File: src/rtl/fetch_queue_if.sv
// Instruction-memory request/response bus between the fetch queue and memory.
// The master side (fetch_queue) issues requests; the slave side (memory)
// grants them and returns data in issue order.
interface fetch_queue_if;
   logic        fetch_req_o;
   logic [31:0] fetch_addr_o;
   logic        fetch_gnt_i;
   logic        fetch_rvalid_i;
   logic [31:0] fetch_data_i;

   modport master (
      output fetch_req_o,
      output fetch_addr_o,
      input  fetch_gnt_i,
      input  fetch_rvalid_i,
      input  fetch_data_i
   );

   modport slave (
      input  fetch_req_o,
      input  fetch_addr_o,
      output fetch_gnt_i,
      output fetch_rvalid_i,
      output fetch_data_i
   );
endinterface

File: src/rtl/fetch_queue.sv
// Decoupled instruction-fetch front end: owns the PC, keeps up to DEPTH
// requests outstanding against an in-order memory, buffers returned
// instructions with their addresses and hands them to decode. A jump empties
// the queue and turns every outstanding response into a discard.
module fetch_queue #(
   parameter int          DEPTH    = 4,
   parameter logic [31:0] RESET_PC = 32'h0000_0000,
   parameter logic [31:0] NOP_INST = 32'h0000_0013
) (
   input  logic        clk,
   input  logic        rst,
   input  logic        jump_en_i,
   input  logic [31:0] jump_addr_i,
   input  logic        hold_flag_i,
   fetch_queue_if.master mem,
   output logic        inst_valid_o,
   output logic [31:0] inst_o,
   output logic [31:0] inst_addr_o
);
   localparam int PW = $clog2(DEPTH);
   localparam int CW = PW + 1;
   localparam logic [CW:0] C_DEPTH_W = (CW+1)'(DEPTH);
   localparam logic [CW-1:0] C_DEPTH = CW'(DEPTH);

   logic [31:0]   r_pc;
   logic [31:0]   r_rsp_pc;
   logic [31:0]   r_inst [DEPTH];
   logic [31:0]   r_addr [DEPTH];
   logic [PW-1:0] r_rd_ptr;
   logic [PW-1:0] r_wr_ptr;
   logic [CW-1:0] r_count;
   logic [CW-1:0] r_inflight;
   logic [CW-1:0] r_discard;

   logic [31:0]   w_jump_target;
   logic [CW:0]   w_credit_used;
   logic          w_req;
   logic          w_issue;
   logic          w_empty;
   logic          w_push;
   logic          w_drop;
   logic          w_pop;
   logic [CW-1:0] w_count_nxt;
   logic [CW-1:0] w_inflight_nxt;
   logic [CW-1:0] w_discard_nxt;

   // Masking keeps all jump_addr_i bits in use while forcing word alignment.
   assign w_jump_target = jump_addr_i & 32'hFFFF_FFFC;

   // Slots already spoken for: buffered entries plus responses that will be kept.
   assign w_credit_used = {1'b0, r_count} + {1'b0, r_inflight} - {1'b0, r_discard};

   assign w_req   = !rst && !jump_en_i && (r_inflight < C_DEPTH) && (w_credit_used < C_DEPTH_W);
   assign w_issue = w_req && mem.fetch_gnt_i;
   assign w_empty = (r_count == {CW{1'b0}});
   assign w_pop   = !w_empty && !hold_flag_i && !jump_en_i;
   assign w_push  = mem.fetch_rvalid_i && !jump_en_i && (r_discard == {CW{1'b0}});
   assign w_drop  = mem.fetch_rvalid_i && !jump_en_i && (r_discard != {CW{1'b0}});

   assign mem.fetch_req_o  = w_req;
   assign mem.fetch_addr_o = r_pc;

   assign inst_valid_o = !w_empty;
   assign inst_o       = w_empty ? NOP_INST : r_inst[r_rd_ptr];
   assign inst_addr_o  = w_empty ? 32'h0000_0000 : r_addr[r_rd_ptr];

   // Next values of the occupancy, in-flight and discard counters; a jump wins.
   always_comb begin
      w_count_nxt    = r_count;
      w_discard_nxt  = r_discard;
      w_inflight_nxt = r_inflight + CW'(w_issue) - CW'(mem.fetch_rvalid_i);
      if (jump_en_i) begin
         // Everything still outstanding after this cycle's response is stale.
         w_count_nxt   = {CW{1'b0}};
         w_discard_nxt = r_inflight - CW'(mem.fetch_rvalid_i);
      end else begin
         w_count_nxt   = r_count + CW'(w_push) - CW'(w_pop);
         w_discard_nxt = r_discard - CW'(w_drop);
      end
   end

   // PC, response PC, queue pointers and counters.
   always_ff @(posedge clk) begin
      if (rst) begin
         r_pc       <= RESET_PC;
         r_rsp_pc   <= RESET_PC;
         r_rd_ptr   <= {PW{1'b0}};
         r_wr_ptr   <= {PW{1'b0}};
         r_count    <= {CW{1'b0}};
         r_inflight <= {CW{1'b0}};
         r_discard  <= {CW{1'b0}};
      end else begin
         r_count    <= w_count_nxt;
         r_inflight <= w_inflight_nxt;
         r_discard  <= w_discard_nxt;
         if (jump_en_i) begin
            r_pc     <= w_jump_target;
            r_rsp_pc <= w_jump_target;
            r_rd_ptr <= {PW{1'b0}};
            r_wr_ptr <= {PW{1'b0}};
         end else begin
            if (w_issue) begin
               r_pc <= r_pc + 32'd4;
            end
            if (w_push) begin
               r_wr_ptr <= r_wr_ptr + PW'(1);
               r_rsp_pc <= r_rsp_pc + 32'd4;
            end
            if (w_pop) begin
               r_rd_ptr <= r_rd_ptr + PW'(1);
            end
         end
      end
   end

   // Queue storage; contents are qualified by the count, so no reset needed.
   always_ff @(posedge clk) begin
      if (w_push) begin
         r_inst[r_wr_ptr] <= mem.fetch_data_i;
         r_addr[r_wr_ptr] <= r_rsp_pc;
      end
   end

   fetch_queue_chk #(.DEPTH(DEPTH)) u_chk (
      .clk      (clk),
      .rst      (rst),
      .i_push   (w_push),
      .i_rvalid (mem.fetch_rvalid_i),
      .i_count  (r_count),
      .i_inflight (r_inflight)
   );
endmodule

// Design-error checks for the fetch queue.
module fetch_queue_chk #(
   parameter int DEPTH = 4
) (
   input logic                       clk,
   input logic                       rst,
   input logic                       i_push,
   input logic                       i_rvalid,
   input logic [$clog2(DEPTH):0]     i_count,
   input logic [$clog2(DEPTH):0]     i_inflight
);
   localparam int CW = $clog2(DEPTH) + 1;

   // The credit rule must never let a response land in a full queue.
   a_no_push_when_full : assert property (@(posedge clk) disable iff (rst)
      !(i_push && (i_count == CW'(DEPTH))));

   // A response with nothing outstanding means the memory broke ordering.
   a_no_orphan_rvalid : assert property (@(posedge clk) disable iff (rst)
      !(i_rvalid && (i_inflight == {CW{1'b0}})));
endmodule

File: src/flat_wrapper.sv
// flat-port wrapper written by rule: the top's interface ports become plain ports
module fetch_queue_flat 
#(
   parameter int          DEPTH    = 4,
   parameter logic [31:0] RESET_PC = 32'h0000_0000,
   parameter logic [31:0] NOP_INST = 32'h0000_0013
)
  (clk, rst, jump_en_i, jump_addr_i, hold_flag_i, inst_valid_o, inst_o, inst_addr_o, mem_fetch_req_o, mem_fetch_addr_o, mem_fetch_gnt_i, mem_fetch_rvalid_i, mem_fetch_data_i);
  fetch_queue_if mem_i ();
  input  logic clk;
  input  logic rst;
  input  logic jump_en_i;
  input  logic [31:0] jump_addr_i;
  input  logic hold_flag_i;
  output logic inst_valid_o;
  output logic [31:0] inst_o;
  output logic [31:0] inst_addr_o;
  output wire logic [$bits(mem_i.fetch_req_o)-1:0] mem_fetch_req_o;
  output wire logic [$bits(mem_i.fetch_addr_o)-1:0] mem_fetch_addr_o;
  input wire logic [$bits(mem_i.fetch_gnt_i)-1:0] mem_fetch_gnt_i;
  input wire logic [$bits(mem_i.fetch_rvalid_i)-1:0] mem_fetch_rvalid_i;
  input wire logic [$bits(mem_i.fetch_data_i)-1:0] mem_fetch_data_i;
  assign mem_fetch_req_o = mem_i.fetch_req_o;
  assign mem_fetch_addr_o = mem_i.fetch_addr_o;
  assign mem_i.fetch_gnt_i = mem_fetch_gnt_i;
  assign mem_i.fetch_rvalid_i = mem_fetch_rvalid_i;
  assign mem_i.fetch_data_i = mem_fetch_data_i;
  fetch_queue #(.DEPTH(DEPTH), .RESET_PC(RESET_PC), .NOP_INST(NOP_INST)) u_core (.clk(clk), .rst(rst), .jump_en_i(jump_en_i), .jump_addr_i(jump_addr_i), .hold_flag_i(hold_flag_i), .mem(mem_i), .inst_valid_o(inst_valid_o), .inst_o(inst_o), .inst_addr_o(inst_addr_o));
endmodule
File: config.mk
export PLATFORM = sky130hd
export DESIGN_NAME = fetch_queue_flat
export DESIGN_NICKNAME = d
export VERILOG_FILES = /design/src/rtl/fetch_queue_if.sv /design/src/rtl/fetch_queue.sv /design/src/flat_wrapper.sv
export SDC_FILE = /design/constraint.sdc
export NUM_CORES = 1
export LEC_CHECK = 0
export BUFFER_PORTS_ARGS = -buffer_cell sky130_fd_sc_hd__buf_2
export CORE_MARGIN = 2
export CORE_UTILIZATION = 30
export DETAILED_ROUTE_END_ITERATION = 10
export SLEW_MARGIN = 20
export SYNTH_ARGS = -nofsm -noshare
export SYNTH_HDL_FRONTEND = slang
export SYNTH_SLANG_ARGS = --single-unit
File: constraint.sdc
create_clock -name clk -period 6.7 [get_ports clk]
set_input_delay 0.335 -clock clk [delete_from_list [all_inputs] [get_ports clk]]
set_output_delay 0.335 -clock clk [all_outputs]
set_load 0.02 [all_outputs]
==> metrics.md, run 1 <==
| Metric | Value |
|---|---|
| Largest net degree at the start of global routing | 65 |
| Flops & latches, synth | between 300 and 400 |
| Remaining global-route overflow | 0 |
| CP Data Required Time | roughly 7100 ps |
| P_leak | between 0.005 and 0.006 uW |
| Post-synthesis compound-gate area fraction | 0.06739 |
| Yosys warning total | 0 |
| Initial DRT Pass Iterations | 6 |
| Critical-path top delay cell | nor4_2 |
| Slew Limit Headroom | 0.3426 |
| Critical path class | flip-flop to flip-flop |
| Site Rows | just under 80 |
| Number of global-route vias before repair | slightly below 9000 |
| Syn avg cell area | roughly 15 um^2 |
| PwrDens | between 200 and 300 nW/um^2 |
| Syn Inst Count | 949 |
| Worst vdd ir | 0.1540 mV |
| Clock slew seen by the registers of the worst setup and hold paths | approximately 60 ps |
| Final Hold Fails | 0 |
| Fraction of registers with async set or reset after synthesis | 0 |
| Initial Util | 0.3046 |
| Post-Synth XOR/XNOR Area | 0.01707 |
| Cell repeated most along the worst path | inv_1 |
| WHS | between 60 and 70 ps |
| Max-cap violations | 0 |
| Die width | around 220 um |
| Top_reg_cell synth | edfxtp_1 |
| Startpoint Class | flip-flop |
| GP Congestion | between 0.8 and 0.9 |
| # DRC | 0 |
| Final TNS setup | 0 ps |
| Drt first-iter violations | around 550 |
| Total track usage | 0.1410 |
| Port Buffers | 161 |
| Crit-path max cell delay | slightly above 600 ps |
| Global-route wire length before repair | around 52000 um |
| Largest family of logic cells by synthesized area | simple AND/OR/NAND/NOR gates |
| Antenna violations before repair | 0 |
| Mux contribution to synthesized area | 0.1062 |
| H-tree levels | 2 |
| Simple-gate share of the synthesized area | 0.1155 |
| Number of diodes | 0 |
| Synth Area in Adders | 0.02114 |
| Status | finished clean |
| Clock Sinks | between 300 and 400 |
| Total core area | around 45000 um^2 |
| Cell area after synthesis | around 14000 um^2 |
| Yosys cell types | 64 |
| Routed wire length | ~33000 um |
| Share of layout cells above drive strength 1 | 0.2728 |
| Critical path endpoint category | flip-flop |
| HPWL Detailed | 20910 um |
| Worst-case reg-to-reg path depth | 15 |
| Routed vias/inst | 4.924 |
| P&R area growth vs syn | 21.92% |
| Setup violations, final | 0 |
| Final total power | between 4000 and 5000 uW |
| CTS tree | done |
| Die Area | about 48000 um^2 |
| EDFF count, synth | 248 |
| I/O Pins | roughly 170 |
| DRT antenna net count | 0 |
| Minimum clock period | roughly 4000 ps |
| WL/cell | 18.83 um |
| Fin util | 0.3713 |
| CTS Buf Count | 38 |
| RSZ-0062 raised after global routing | false |
| Measured slew at the worst slew-check pin | 986.1 ps |
| R2r setup slk | approximately 2700 ps |
| Max Transition Viols Final | 0 |
| Critical Path Fanout Max | 14 |
| Clock Path Buffers | 3 |
| # nets final | between 1000 and 1500 |
| Clock Latency Late Sink | about 550 ps |
| Worst hold path class | input pin to flip-flop |
| Fin crit share | 0.5964 |
| Hold Path Depth | 3 |
| Sequential area share after synthesis | 0.6461 |
| Fmax | 250.3 MHz |
| Clock skew | between 15 and 20 ps |
| Critical Path AT | around 4400 ps |
| Die height | 218.9 um |
| Worst-path cell chain | inv_1 > fa_1 > inv_1 > ha_1 > and3b_1 > nor4_2 > o21ai_1 > buf_4 > inv_1 > ha_1 > inv_1 > fa_1 > xor2_1 > xnor2_1 > nor2_1 |
| Root buf cell | clkbuf_16 |
| Total number of vias | 8730 |
[cells by family after synthesis]
kind of cell             after synthesis
flip-flops                           323
AND/OR/NAND/NOR                      284
AO/OA/AOI/OAI                        132
buffers and inverters                 92
multiplexers                          69
XOR/XNOR                              27
adder cells (fa/ha/maj)               21
other                                  1
[stage by stage]
stage / instances / setup WS [ps] / instance area (um^2)
final: 1773 / 2704 / 16890
after global routing: 1773 / 2486 / 16890
after CTS: 1773 / 2684 / 16890
after detailed placement: 1671 / 2716 / 15310
after global placement: 1671 / 2724 / 15310
after floorplan: 952 / 3254 / 13860
[cell type report]
type                       count  area [um^2]
sequential                   323         8954
inverter                      37        138.9
clock inverter                24        259.0
tap                          600        750.7
fill                        4356        28590
timing repair buffer         206         1224
multi-input combinational    537         4559
clock buffer                  46         1002
[critical path: cells and delay by family (launching register included)]
family	cells	cell delay [ps]
and+or+nand+nor	3	870
xor gates and xnor gates	2	300
buffers and inverters	5	770
adders and majority gates	4	1370
DFF	1	390
AOI/OAI and AO/OA	1	150
[cells in the mapped netlist, types with 3 or more instances]
| cell type | n | area, um^2 |
|---|---|---|
| edfxtp_1 | 248 | 7447 |
| dfxtp_1 | 75 | 1501 |
| nor2b_1 | 64 | 400.4 |
| mux4_2 | 62 | 1396 |
| nor2_1 | 48 | 180.2 |
| nand2_1 | 39 | 146.4 |
| clkbuf_1 | 37 | 138.9 |
| inv_1 | 37 | 138.9 |
| a21oi_1 | 30 | 150.1 |
| nand3_1 | 24 | 120.1 |
| ha_1 | 17 | 212.7 |
| nand4_1 | 17 | 106.4 |
| a31oi_1 | 15 | 93.84 |
| nor3_1 | 15 | 75.07 |
| xnor2_1 | 14 | 122.6 |
| nor4_1 | 13 | 81.33 |
| o21ai_0 | 13 | 65.06 |
| xor2_1 | 13 | 113.9 |
| a211oi_1 | 11 | 82.58 |
| and4_1 | 11 | 96.34 |
| buf_1 | 11 | 41.29 |
| or4_1 | 11 | 82.58 |
| a311oi_1 | 10 | 87.58 |
| or3_1 | 10 | 62.56 |
| a21boi_0 | 9 | 67.56 |
| and3_1 | 9 | 56.30 |
| and2_1 | 5 | 31.28 |
| o211ai_1 | 5 | 37.54 |
| o31a_1 | 5 | 43.79 |
| or2_2 | 5 | 31.28 |
| buf_4 | 4 | 30.03 |
| fa_1 | 4 | 80.08 |
| mux2_2 | 4 | 45.04 |
| o2111ai_1 | 4 | 35.03 |
| o31ai_1 | 4 | 30.03 |
| a32oi_1 | 3 | 26.28 |
| a41oi_1 | 3 | 26.28 |
| buf_2 | 3 | 15.01 |
| mux2i_1 | 3 | 30.03 |
| o21a_1 | 3 | 22.52 |
| o21bai_1 | 3 | 22.52 |
| o22ai_1 | 3 | 18.77 |
[what timing repair did]
item,in CTS,in global routing
hold buffers,32,0
gates resized for setup,0,0
setup buffers,0,0
endpoints found under the hold margin,128,0
[metal layers]
| metal | global-route usage | vias up | routed length, um |
|---|---|---|---|
| li1 | - | 4083 | - |
| met1 | 0.1978 | 4294 | 15470 |
| met2 | 0.2153 | 308 | 14730 |
| met3 | 0.03631 | 45 | 2558 |
| met4 | 0.04009 | 0 | 632 |
| met5 | 0 | - | 0 |
[report_power, final]
group | total, uW | switching (uW) | internal [uW]
registers | 2300 | 69.6 | 2230
clock network | 2060 | 830 | 1230
logic | 442 | 272 | 171
[registers in the layout, indices dropped and copies added (netlist names), named ones only]
signal,cells
u_core.r_inst,128
u_core.r_addr,120
u_core.mem.fetch_addr_o,30
u_core.r_rsp_pc,30
u_core.r_count,3
u_core.r_discard,3
u_core.r_inflight,3
u_core.r_rd_ptr,2
u_core.r_wr_ptr,2
[placed cells by master (no fill, tap or decap), types with 7 or more instances in the layout]
cell             n
nor2b_1         64
buf_4           13
a31oi_1         15
dlygate4sd3_1   32
xnor2_1         14
inv_1           37
a311oi_1        10
a211oi_1        11
buf_2          161
clkbuf_1         7
or3_1           10
nor4_1          13
mux4_2          62
nand2_1         39
clkbuf_16       39
nor3_1          14
and4_1          11
nand3_1         24
o21ai_0         13
dfxtp_1         73
a21boi_0         9
ha_1            17
edfxtp_1       248
xor2_1          13
nand4_1         17
nor2_1          48
a21oi_1         30
or4_1           11
[worst paths after layout]
kind	start	to
worst max-delay path	u_core.r_inflight[1]$_SDFF_PP0_	u_core.r_inflight[2]$_SDFF_PP0_
worst min-delay path	jump_addr_i[27]	u_core.mem.fetch_addr_o[27]$_SDFFE_PP0P_
worst max register to register	u_core.r_inflight[1]$_SDFF_PP0_	u_core.r_inflight[2]$_SDFF_PP0_
worst min register to register	u_core.r_wr_ptr[1]$_SDFFE_PP0P_	u_core.r_wr_ptr[1]$_SDFFE_PP0P_
(Power assumes the default switching activity.)
==> run 2, diff against run 1 <==
==> constraint.sdc (replaced) <==
create_clock -name clk -period 4.08 [get_ports clk]
set_input_delay 0.204 -clock clk [delete_from_list [all_inputs] [get_ports clk]]
set_output_delay 0.204 -clock clk [all_outputs]
set_load 0.02 [all_outputs]
==> metrics.md, run 2 (synthesis gave the netlist of run 1 again) <==
| Metric | Value |
|---|---|
| Met2 Wirelength | around 15000 um |
| Most frequent cells in the layout | 248 x edfxtp_1, 161 x buf_2, 73 x dfxtp_1 |
| Fillers | 4370 |
| Clock Path Buffers | 3 |
| Largest net degree at the start of global routing | 64 |
| Minimum clock period | between 3000 and 4000 ps |
| WL/cell | about 19 um |
| H-tree levels | 2 |
| GP Congestion | about 0.82 |
| CTS Buf Count | 37 |
| Initial Util | 0.3046 |
| Critical Path AT | ~3000 ps |
| Routed vias/inst | between 4 and 5 |
| P&R area growth vs syn | 24.47% |
| Max Transition Viols Final | 0 |
| Root buf cell | clkbuf_16 |
| Total core area | 45480 um^2 |
| Die Area | 47900 um^2 |
| Number of diodes | 0 |
| Final Hold Fails | 0 |
| Most common cell after layout, fill and taps aside | edfxtp_1 |
| Measured slew at the worst slew-check pin | about 800 ps |
| Clock Sinks | about 320 |
| Pre-CTS worst setup slack | 865.5 ps |
| Site Rows | a little under 80 |
| Routed wire length | ~33000 um |
| Remaining global-route overflow | 0 |
| Post-CTS Setup Repair Bufs | 0 |
| Worst hold path class | input pin to flip-flop |
| Initial DRT Pass Iterations | 5 |
| WL met3 | 1994 um |
| Finished Cell Area | roughly 17000 um^2 |
| M1 wire length | about 16000 um |
| Slew Limit Headroom | 0.4518 |
| Drt first-iter violations | 645 |
| Final TNS setup | 0 ps |
| Setup WS post-layout | between 800 and 900 ps |
| RSZ-0062 raised after global routing | false |
| Worst vdd ir | 0.2302 mV |
| Total track usage | 0.1407 |
| Max reg flops | between 100 and 150 |
| HPWL Detailed | between 20000 and 25000 um |
| # DRC | 0 |
| Max Used Layer | met4 |
| Max-cap violations | 0 |
| Number of global-route vias before repair | about 9000 |
| Critical Path Fanout Max | 8 |
| Die width | approximately 220 um |
| DP Area | between 15000 and 20000 um^2 |
| PwrDens | 459.6 nW/um^2 |
| DRT antenna net count | 0 |
| CTS resizes | 0 |
| Clock slew seen by the registers of the worst setup and hold paths | about 60 ps |
| Clock Latency Late Sink | between 500 and 600 ps |
| Post-Layout Cell Count | ~1800 |
| Most flops, register | u_core.r_inst |
| Startpoint Class | flip-flop |
| Top Registers | u_core.r_inst (128), u_core.r_addr (120) |
| P_leak | about 0.006 uW |
| Antenna violations before repair | 0 |
| # nets final | 1265 |
| Global-route wire length before repair | 52100 um |
| Die height | about 220 um |
| Clock skew | approximately 13 ps |
| I/O Pins | roughly 170 |
| Setup violations, final | 0 |
| Dpl cells | ~1700 |
| Share of layout cells above drive strength 1 | 0.2735 |
| Status | finished clean |
| Critical path endpoint category | output pin |
| CTS tree | done |
| Port Buffers | about 160 |
| Fmax | 308.8 MHz |
| Fin crit share | 0.7936 |
| Total number of vias | approximately 9000 |
| CTS Hold Buffers Added | 55 |
| CP Data Required Time | 3880 ps |
| Critical path class | flip-flop to output pin |
-- run 2: metrics by stage --
step                      power, uW  hold slack, ps    util
final                          7924           40.91  0.3791
after global routing           8224           31.76  0.3791
after CTS                      8016           2.443  0.3791
after detailed placement       4563           424.5  0.3391
after global placement         4544           417.7  0.3391
after floorplan                4278           302.9       -
-- run 2: worst max-delay path: stages (launching register included) --
cell and delay, ps:
dfxtp_1 400, inv_1 120, fa_1 520, inv_1 50, ha_1 280, and3b_1 210, nor4_2 220, buf_4 200
nor2_1 100, nor3_1 220, buf_2 210
-- run 2: final cells by class --
cell class	count	area [um^2]	share of cell area
Multi-Input combinational cell	537	4559	0.2645
Clock inverter	20	193.9	0.01125
Sequential cell	323	8954	0.5193
Clock buffer	48	1072	0.06220
Tap cell	600	750.7	0.04354
Timing Repair Buffer	238	1572	0.09115
Inverter	37	138.9	0.008056
-- run 2: routing by layer --
layer	up-vias	global-route usage
met2	297	0.2237
li1	4135	-
met4	0	0.03468
met1	4437	0.1984
met3	33	0.02647
met5	-	0
-- run 2: path summary, 6_finish.rpt --
kind / startpoint / endpoint / slack, ps / cells after the start
max: u_core.r_inflight[1]$_SDFF_PP0_ / mem_fetch_req_o / 840 / 10
min: jump_addr_i[31] / u_core.mem.fetch_addr_o[31]$_SDFFE_PP0P_ / 40 / 4
max reg2reg: u_core.r_inflight[1]$_SDFF_PP0_ / u_core.r_inflight[2]$_SDFF_PP0_ / 850 / 15
min reg2reg: u_core.r_wr_ptr[1]$_SDFFE_PP0P_ / u_core.r_wr_ptr[1]$_SDFFE_PP0P_ / 500 / 2
-- run 2: where the power goes --
group | switching (uW) | leakage, uW | internal, uW
clock network | 1330 | 0.000612 | 2060
logic | 451 | 0.00244 | 308
registers | 116 | 0.00288 | 3660
